### src/rtl/collatz_pkg.sv
// Shared types and status codes for the Collatz sequence engine.
// Optional fast odd-step mode is selected in the top by COLLATZ_FAST_EN.
package collatz_pkg;

  typedef enum logic [1:0] {
    IDLE = 2'b00,
    RUN  = 2'b01,
    DONE = 2'b10
  } state_t;

  localparam logic [1:0] ST_OK    = 2'b00;
  localparam logic [1:0] ST_ZERO  = 2'b01;
  localparam logic [1:0] ST_OVF   = 2'b10;
  localparam logic [1:0] ST_LIMIT = 2'b11;

endpackage

### src/rtl/collatz_step.sv
// Combinational single Collatz map step, with optional merged (3n+1)/2 on odd values.
module collatz_step #(
  parameter int WIDTH = 16
) (
  input  logic [WIDTH-1:0] cur,
  input  logic             fast_en,
  output logic [WIDTH-1:0] nxt,
  output logic [1:0]       inc,
  output logic             ovf,
  output logic [WIDTH-1:0] peak_cand
);

  logic [WIDTH+1:0] t;

  always_comb begin
    t         = ({2'b00, cur} << 1) + {2'b00, cur} + (WIDTH+2)'(1);
    nxt       = cur >> 1;
    inc       = 2'd1;
    ovf       = 1'b0;
    peak_cand = cur >> 1;
    if (cur[0]) begin
      ovf       = |t[WIDTH+1:WIDTH];
      // the unshifted 3n+1 always dominates its half, so it is the peak candidate
      peak_cand = t[WIDTH-1:0];
      if (fast_en) begin
        nxt = t[WIDTH:1];
        inc = 2'd2;
      end else begin
        nxt = t[WIDTH-1:0];
      end
    end
  end

endmodule

### src/rtl/collatz_seq_engine.sv
// Collatz sequence engine: accepts a seed, iterates to 1, reports steps/peak/status.
// Define COLLATZ_FAST_EN to merge each odd step with the following halving.
module collatz_seq_engine
  import collatz_pkg::*;
#(
  parameter int WIDTH      = 16,
  parameter int CNT_W      = 10,
  parameter int STEP_LIMIT = 1000
) (
  input  logic             clk,
  input  logic             rst_n,
  input  logic             in_valid,
  output logic             in_ready,
  input  logic [WIDTH-1:0] seed,
  output logic             out_valid,
  input  logic             out_ready,
  output logic [CNT_W-1:0] steps,
  output logic [WIDTH-1:0] peak,
  output logic [1:0]       status,
  output logic             busy
);

`ifdef COLLATZ_FAST_EN
  localparam bit FAST = 1'b1;
`else
  localparam bit FAST = 1'b0;
`endif

  localparam logic [CNT_W-1:0] LIMIT    = CNT_W'(STEP_LIMIT);
  localparam logic [CNT_W-1:0] LIMIT_M1 = CNT_W'(STEP_LIMIT - 1);

  state_t           state, state_nxt;
  logic [WIDTH-1:0] cur;
  logic [WIDTH-1:0] nxt;
  logic [WIDTH-1:0] peak_cand;
  logic [1:0]       inc;
  logic             ovf;
  logic             fast_en;
  logic             at_one;
  logic             at_zero;
  logic             at_limit;

  // a double step right before the limit would overshoot it
  assign fast_en  = FAST && (steps != LIMIT_M1);
  assign at_one   = (cur == WIDTH'(1));
  assign at_zero  = (cur == '0);
  assign at_limit = (steps == LIMIT);

  collatz_step #(
    .WIDTH(WIDTH)
  ) u_step (
    .cur       (cur),
    .fast_en   (fast_en),
    .nxt       (nxt),
    .inc       (inc),
    .ovf       (ovf),
    .peak_cand (peak_cand)
  );

  always_ff @(posedge clk or negedge rst_n) begin
    if (!rst_n) begin
      state <= IDLE;
    end else begin
      state <= state_nxt;
    end
  end

  // a zero seed passes through RUN for one cycle so its result appears one edge after accept
  always_comb begin
    state_nxt = state;
    case (state)
      IDLE: if (in_valid) state_nxt = RUN;
      RUN:  if (at_zero || at_one || at_limit || ovf) state_nxt = DONE;
      DONE: if (out_ready) state_nxt = IDLE;
      default: state_nxt = IDLE;
    endcase
  end

  always_comb begin
    in_ready  = (state == IDLE);
    busy      = (state == RUN);
    out_valid = (state == DONE);
  end

  always_ff @(posedge clk or negedge rst_n) begin
    if (!rst_n) begin
      cur    <= '0;
      steps  <= '0;
      peak   <= '0;
      status <= ST_OK;
    end else begin
      case (state)
        IDLE: begin
          if (in_valid) begin
            cur    <= seed;
            peak   <= seed;
            steps  <= '0;
            status <= ST_OK;
          end
        end
        RUN: begin
          if (at_zero) begin
            status <= ST_ZERO;
          end else if (at_one) begin
            status <= ST_OK;
          end else if (at_limit) begin
            status <= ST_LIMIT;
          end else if (ovf) begin
            status <= ST_OVF;
          end else begin
            cur   <= nxt;
            steps <= steps + CNT_W'(inc);
            if (peak_cand > peak) peak <= peak_cand;
          end
        end
        default: begin
        end
      endcase
    end
  end

endmodule

### config.mk
export PLATFORM = sky130hd
export DESIGN_NAME = collatz_seq_engine
export DESIGN_NICKNAME = d
export VERILOG_FILES = /design/src/rtl/collatz_pkg.sv /design/src/rtl/collatz_step.sv /design/src/rtl/collatz_seq_engine.sv
export SDC_FILE = /design/constraint.sdc
export NUM_CORES = 1
export LEC_CHECK = 0
export ABC_AREA = 1
export CELL_PAD_IN_SITES_DETAIL_PLACEMENT = 0
export CELL_PAD_IN_SITES_GLOBAL_PLACEMENT = 1
export CORE_UTILIZATION = 40
export CTS_CLUSTER_DIAMETER = 50
export CTS_CLUSTER_SIZE = 16
export DETAILED_ROUTE_END_ITERATION = 6
export GPL_ROUTABILITY_DRIVEN = 1
export PLACE_DENSITY = 0.82
export SLEW_MARGIN = 20
export SYNTH_ARGS = -nofsm -noshare
export SYNTH_HDL_FRONTEND = slang
export SYNTH_HIERARCHICAL = 1
export SYNTH_SLANG_ARGS = --single-unit
### constraint.sdc
create_clock -name clk -period 4.3 [get_ports clk]
set_input_delay 1.29 -clock clk [delete_from_list [all_inputs] [get_ports clk]]
set_output_delay 1.29 -clock clk [all_outputs]
set_load 0.05 [all_outputs]
# Word-level counts from Yosys, hierarchy flattened
# Cells that the tools add are included.
dict set report totals {
  word_cells 63
  register_bits 46
  output_inout_bits 31
  inputBits 20
}
dict set report classes {
  add_sub_neg 3
  mux 30
  n_eq_ne 13
  n_lt_le_gt_ge 1
  reduce_logical 11
}
# cell count
set op_table {}
lappend op_table {{$mux W16} 11}
lappend op_table {{$pmux W16 S2} 2}
lappend op_table {{$mux W10} 5}
lappend op_table {{$pmux W10 S2} 1}
lappend op_table {{$add A17 B16 Y18} 1}
lappend op_table {{$add A18 B1 Y18 const B} 1}
lappend op_table {{$eq A16 B1 Y1 const B} 1}
lappend op_table {{$gt A16 B16 Y1} 1}
lappend op_table {{$logic_not A16 Y1} 1}
lappend op_table {{$mux W2} 8}
lappend op_table {{$add A10 B1 Y10 const B} 1}
lappend op_table {{$eq A10 B10 Y1 const B} 1}
lappend op_table {{$ne A2 B2 Y1 const B} 5}
lappend op_table {{$reduce_and A7 Y1} 1}
lappend op_table {{$ne A2 B1 Y1 const B} 3}
lappend op_table {{$pmux W2 S3} 1}
lappend op_table {{$reduce_and A3 Y1} 2}
lappend op_table {{$reduce_and A6 Y1} 1}
lappend op_table {{$ne A5 B1 Y1 const B} 1}
lappend op_table {{$pmux W2 S2} 1}
lappend op_table {{$logic_or A1 B1 Y1} 3}
lappend op_table {{$eq A2 B1 Y1 const B} 1}
lappend op_table {{$eq A2 B2 Y1 const B} 1}
lappend op_table {{$logic_not A2 Y1} 1}
lappend op_table {{3 further kinds} 3}

# Logic depth before layout (Yosys ltp)
dict set report logic_depth {
  depth_word 10
  depth_mapped 24
  mapped_depth_nobuf 23
}

# Modules after synthesis
# Netlist, hierarchy kept.
# mod seq_area_each_um2 cells_per_inst instances area_each_um2
set modules_own_cells {}
lappend modules_own_cells {collatz_seq_engine 1151.1 422 1 2986.6}
lappend modules_own_cells {collatz_step 0.0 306 1 1534.0}

# Least setup slack after synthesis
# No wires, ideal clock.
dict set report synth_path {
  path_type {reg-to-reg}
  from {register cur[0]}
  to {register peak[0]}
  setup_ns 0.119
  path_slack_ns 1.289
  n_path_buf 2
  path_stages_with_launch 25
  arrival_time_ns 2.892
  cell_sequence {dfrtp_1 inv_1 clkbuf_1 fa_1 inv_1 nand2_1 nand3_2 nand2_1 nand2_1 nand2_1 nand2_1 nor2_1 ha_1 nand2_1 nor2_1 nand2_1 inv_1 nand2_1 nand2_1 nand2_1 nand2_2 nand2_4 buf_6 nand2_1 nand2_1}
}
dict set report synth_via {
  word_cells_on_any_way 19
  cone_classes {add/sub (2); order compare (1); eq/ne (5); mux (8); reduce/logical (3)}
}
# element line
set synth_lines {}
lappend synth_lines {{from (decl)} collatz_seq_engine.sv:33} ;# logic [WIDTH-1:0] cur;
lappend synth_lines {{from (signal assigned)} collatz_seq_engine.sv:111} ;# cur <= nxt;
lappend synth_lines {{$add A17 B16 Y18} collatz_step.sv:16} ;# t = ({2'b00, cur} << 1) + {2'b00, cur} + (WIDTH+2)'(1);
lappend synth_lines {{$add A18 B1 Y18} collatz_step.sv:16}
lappend synth_lines {{$mux W16 *} collatz_step.sv:21} ;# if (cur[0]) begin
lappend synth_lines {{named net peak_cand[15]} collatz_seq_engine.sv:35} ;# logic [WIDTH-1:0] peak_cand;
lappend synth_lines {{$gt A16 B16 Y1 *} collatz_seq_engine.sv:113} ;# if (peak_cand > peak) peak <= peak_cand;
lappend synth_lines {{$ne A2 B1 Y1 (no source line) *} -}
lappend synth_lines {{$reduce_and A7 Y1 (no source line) *} -}
lappend synth_lines {{to (signal assigned)} collatz_seq_engine.sv:113}
lappend synth_lines {{to (decl)} collatz_seq_engine.sv:18} ;# output logic [WIDTH-1:0] peak,
# Mark *: on every way through the listed nets, which the timed path passes. The rest lies on a longest branch. The select of a mux whose other input is x is not followed.
# A chain may end at the register's enable or synchronous reset.

# Final worst setup path
dict set report layout_path {
  from {register cur[8]}
  to {register peak[2]}
}
dict set report layout_via {
  elab_chain_cells 6
  word_cells_on_any_way 13
  cone_classes {add/sub (2); order compare (1); eq/ne (5); mux (2); reduce/logical (3)}
}
# element line
set layout_lines {}
lappend layout_lines {{$add A17 B16 Y18} collatz_step.sv:16}
lappend layout_lines {{$add A18 B1 Y18} collatz_step.sv:16}
lappend layout_lines {{$mux W16} collatz_step.sv:21}
lappend layout_lines {{named net peak_cand[13]} collatz_seq_engine.sv:35}
lappend layout_lines {{$gt A16 B16 Y1} collatz_seq_engine.sv:113}
lappend layout_lines {{$ne A2 B1 Y1 (no source line)} -}
lappend layout_lines {{$reduce_and A7 Y1 (no source line)} -}
# The timed path passes the listed nets, and every way through them passes these cells.

==> out/results.tsv <==
metric	value	unit
outcome	finished, final reports clean	
Root Buffer	clkbuf_16	
Max Slew Vio Count	0	
period utilization	0.777	
Final min period	3.34	ns
# clock sinks	46	
largest net degree at the start of global routing	47	
hold buffers post-CTS	0	
Hold Path Sink	peak[8]$_DFFE_PN0P_	
Crit Reg-Reg Startpoint	cur[8]$_DFFE_PN0P_	
detailed placement HPWL	10100	µm
Async S/R FF share, synth	1.00	
H-tree levels	2	
CP startpoint kind	flip-flop	
min-delay src	peak[8]$_DFFE_PN0P_	
max cap viols	0	
Hold Path Cell Cnt	2	
Max Clock Skew	0.00582	ns
Cell Chain, Critical Path	ha_1 > nand2_1 > inv_1 > nand2_1 > inv_1 > a21oi_1 > nand3_1 > nand3_1 > nand2_1 > ha_1 > nand2_1 > nor2_1 > nand2_1 > inv_1 > nand2_1 > nand2_1 > nand2_1 > nand2_2 > nand2_4 > nand2_1 > nand2_1	
antenna violation net count after detailed routing	0	
Final Hold Viols	0	
NumNets Final	830	
Reg-to-Reg End	peak[2]$_DFFE_PN0P_	
1st-pass router iterations	5	
unrepaired setup endpoints after global routing	no	
Worst-path clk slew	0.07	ns
Synth area leaders	nand2_1 (28%), dfrtp_1 (25%), ha_1 (10%), nand3_1 (7.3%), inv_1 (7.1%)	
Area Growth Syn to Fin	17.2	%
most frequent cells in the layout	nand2_1 (340), inv_1 (86), nand3_1 (66)	
layout cells sized above 1	0.0557	
worst path arrival time	3.52	ns
CP max stage delay	0.47	ns
Cell variety after synth	39	
dominant cell type by area after synthesis	nand2_1	
Seq cells post-synth	46	
Avg Vias per Cell	5.07	
gr usage total	0.239	
part of the Yosys area used for sequential elements	0.255	
number of setup buffers added after CTS	0	
CTS tree	built	
Synth warnings	6	
io pins	51	
worst slew pin tran	0.946	ns
vias in the first global route	4652	
Primary FF master, synth	dfrtp_1	
top cell type's share of synthesized area	0.282	
Critical Path Source	cur[8]$_DFFE_PN0P_	
initial antenna violation count	0	
gpl congestion	0.867	
Max Clock Freq	0.299	GHz
HP Class	reg2reg	
wire per inst	14.4	µm
Critical Path RT	4.48	ns
Syn Area/Cell	6.21	µm²
cells after synthesis	728	
CTS Buf Count	5	
# diodes	0	
input/output buffers	50	
Max Root-Sink Buffers	2	
Final Setup Violations	0	
most used cell, CP	nand2_1	
R2R setup slack	0.96	ns
Post-synth EDFFs	0	
total wire length	13100	µm
commonest non-fill, non-tap cell in the layout	nand2_1	
Clock Latency Late Sink	0.29	ns
WS Path Type	reg2reg	
post-CTS sizing	0	
first-pass GRT wire length	22100	µm
Slew headroom	0.367	
full die area	11700	µm²
cell row count	38	
vias	4626	
Die Y-Extent	108	µm
die width	108	µm
setup TNS after final layout	0	ns
Worst path slowest cell	dfrtp_1	
initial core utilization	0.413	
Worst R2R Path Depth	21	
synthesized cell area	4520	µm²
drc violations	0	
core area	10900	µm²
drt initial violations	248	
Worst setup EP type	flip-flop	
Crit Path Max Fanout	17	
GR Overflow Total	0	
## synthesized netlist by cell type (2+ instances only)
master,number
o221ai_1,3
o21ai_0,10
nand2_2,8
fa_1,2
nand4_1,5
buf_6,4
nand2_1,340
nor3_1,3
nand3b_1,2
nor2_1,43
a21oi_1,15
nor3_2,2
inv_1,86
xor2_1,7
ha_1,37
nand3_2,3
dfrtp_1,46
o31ai_2,7
clkbuf_1,3
buf_4,2
inv_2,3
buf_2,10
nand3_1,66
xnor2_1,6
## worst max-delay path by stage
stage | depth (start not counted) | endpoint
global placement | 21 | peak[14]$_DFFE_PN0P_
global route | 20 | peak[11]$_DFFE_PN0P_
floorplan | 24 | peak[0]$_DFFE_PN0P_
CTS | 21 | peak[2]$_DFFE_PN0P_
finish | 21 | peak[2]$_DFFE_PN0P_
detailed placement | 21 | peak[2]$_DFFE_PN0P_
## layout make-up
class,count,area [µm²]
clock buffer,5,125
clock inverter,3,68.8
fill,1156,5640
inverter,89,334
multi-input combinational,575,2920
sequential,46,1150
tap,140,175
timing repair buffer,54,528
## cells by family after synthesis
kind of cell,count (synthesis),share of synthesized area
xor+xnor,14,0.0288
other cells,1,0.000830
buf+inv,109,0.102
compound gates,42,0.0670
flops,46,0.255
fa+ha+maj,39,0.111
simple gates,477,0.436
## layer usage
| metal | vias to the layer above | part of all wire | global-route usage |
|---|---|---|---|
| li1 | 2352 | - | - |
| met1 | 2123 | 0.46 | 0.291 |
| met2 | 129 | 0.48 | 0.439 |
| met3 | 22 | 0.042 | 0.0338 |
| met4 | 0 | 0.018 | 0.0637 |
| met5 | - | 0 | 0 |
## registers in the layout (all words and copies together), names as in the netlist
name    cells
cur        16
peak       16
steps      10
state       2
status      2
## stage by stage
step	hold WS [ns]	utilization	instances	cell area [µm²]	setup WS, ns
finish	0.506	0.485	912	5300	0.961
floorplan	0.512	-	730	4530	1.29
global route	0.530	0.485	912	5300	0.670
CTS	0.513	0.484	912	5300	1.01
detailed placement	0.493	0.467	904	5100	1.04
global placement	0.485	0.467	904	5100	1.09
## critical path, delay by kind of cell (launching register included)
family | cells | cell delay, ns
adder cells (fa/ha/maj) | 2 | 0.71
buffers and inverters | 3 | 0.19
flip-flops | 1 | 0.47
AND/OR/NAND/NOR | 15 | 1.62
AO/OA/AOI/OAI | 1 | 0.23
Power is left out: the tool's default activity adds up to more than one toggle a clock period on the data nets, which glitch-free logic cannot reach.
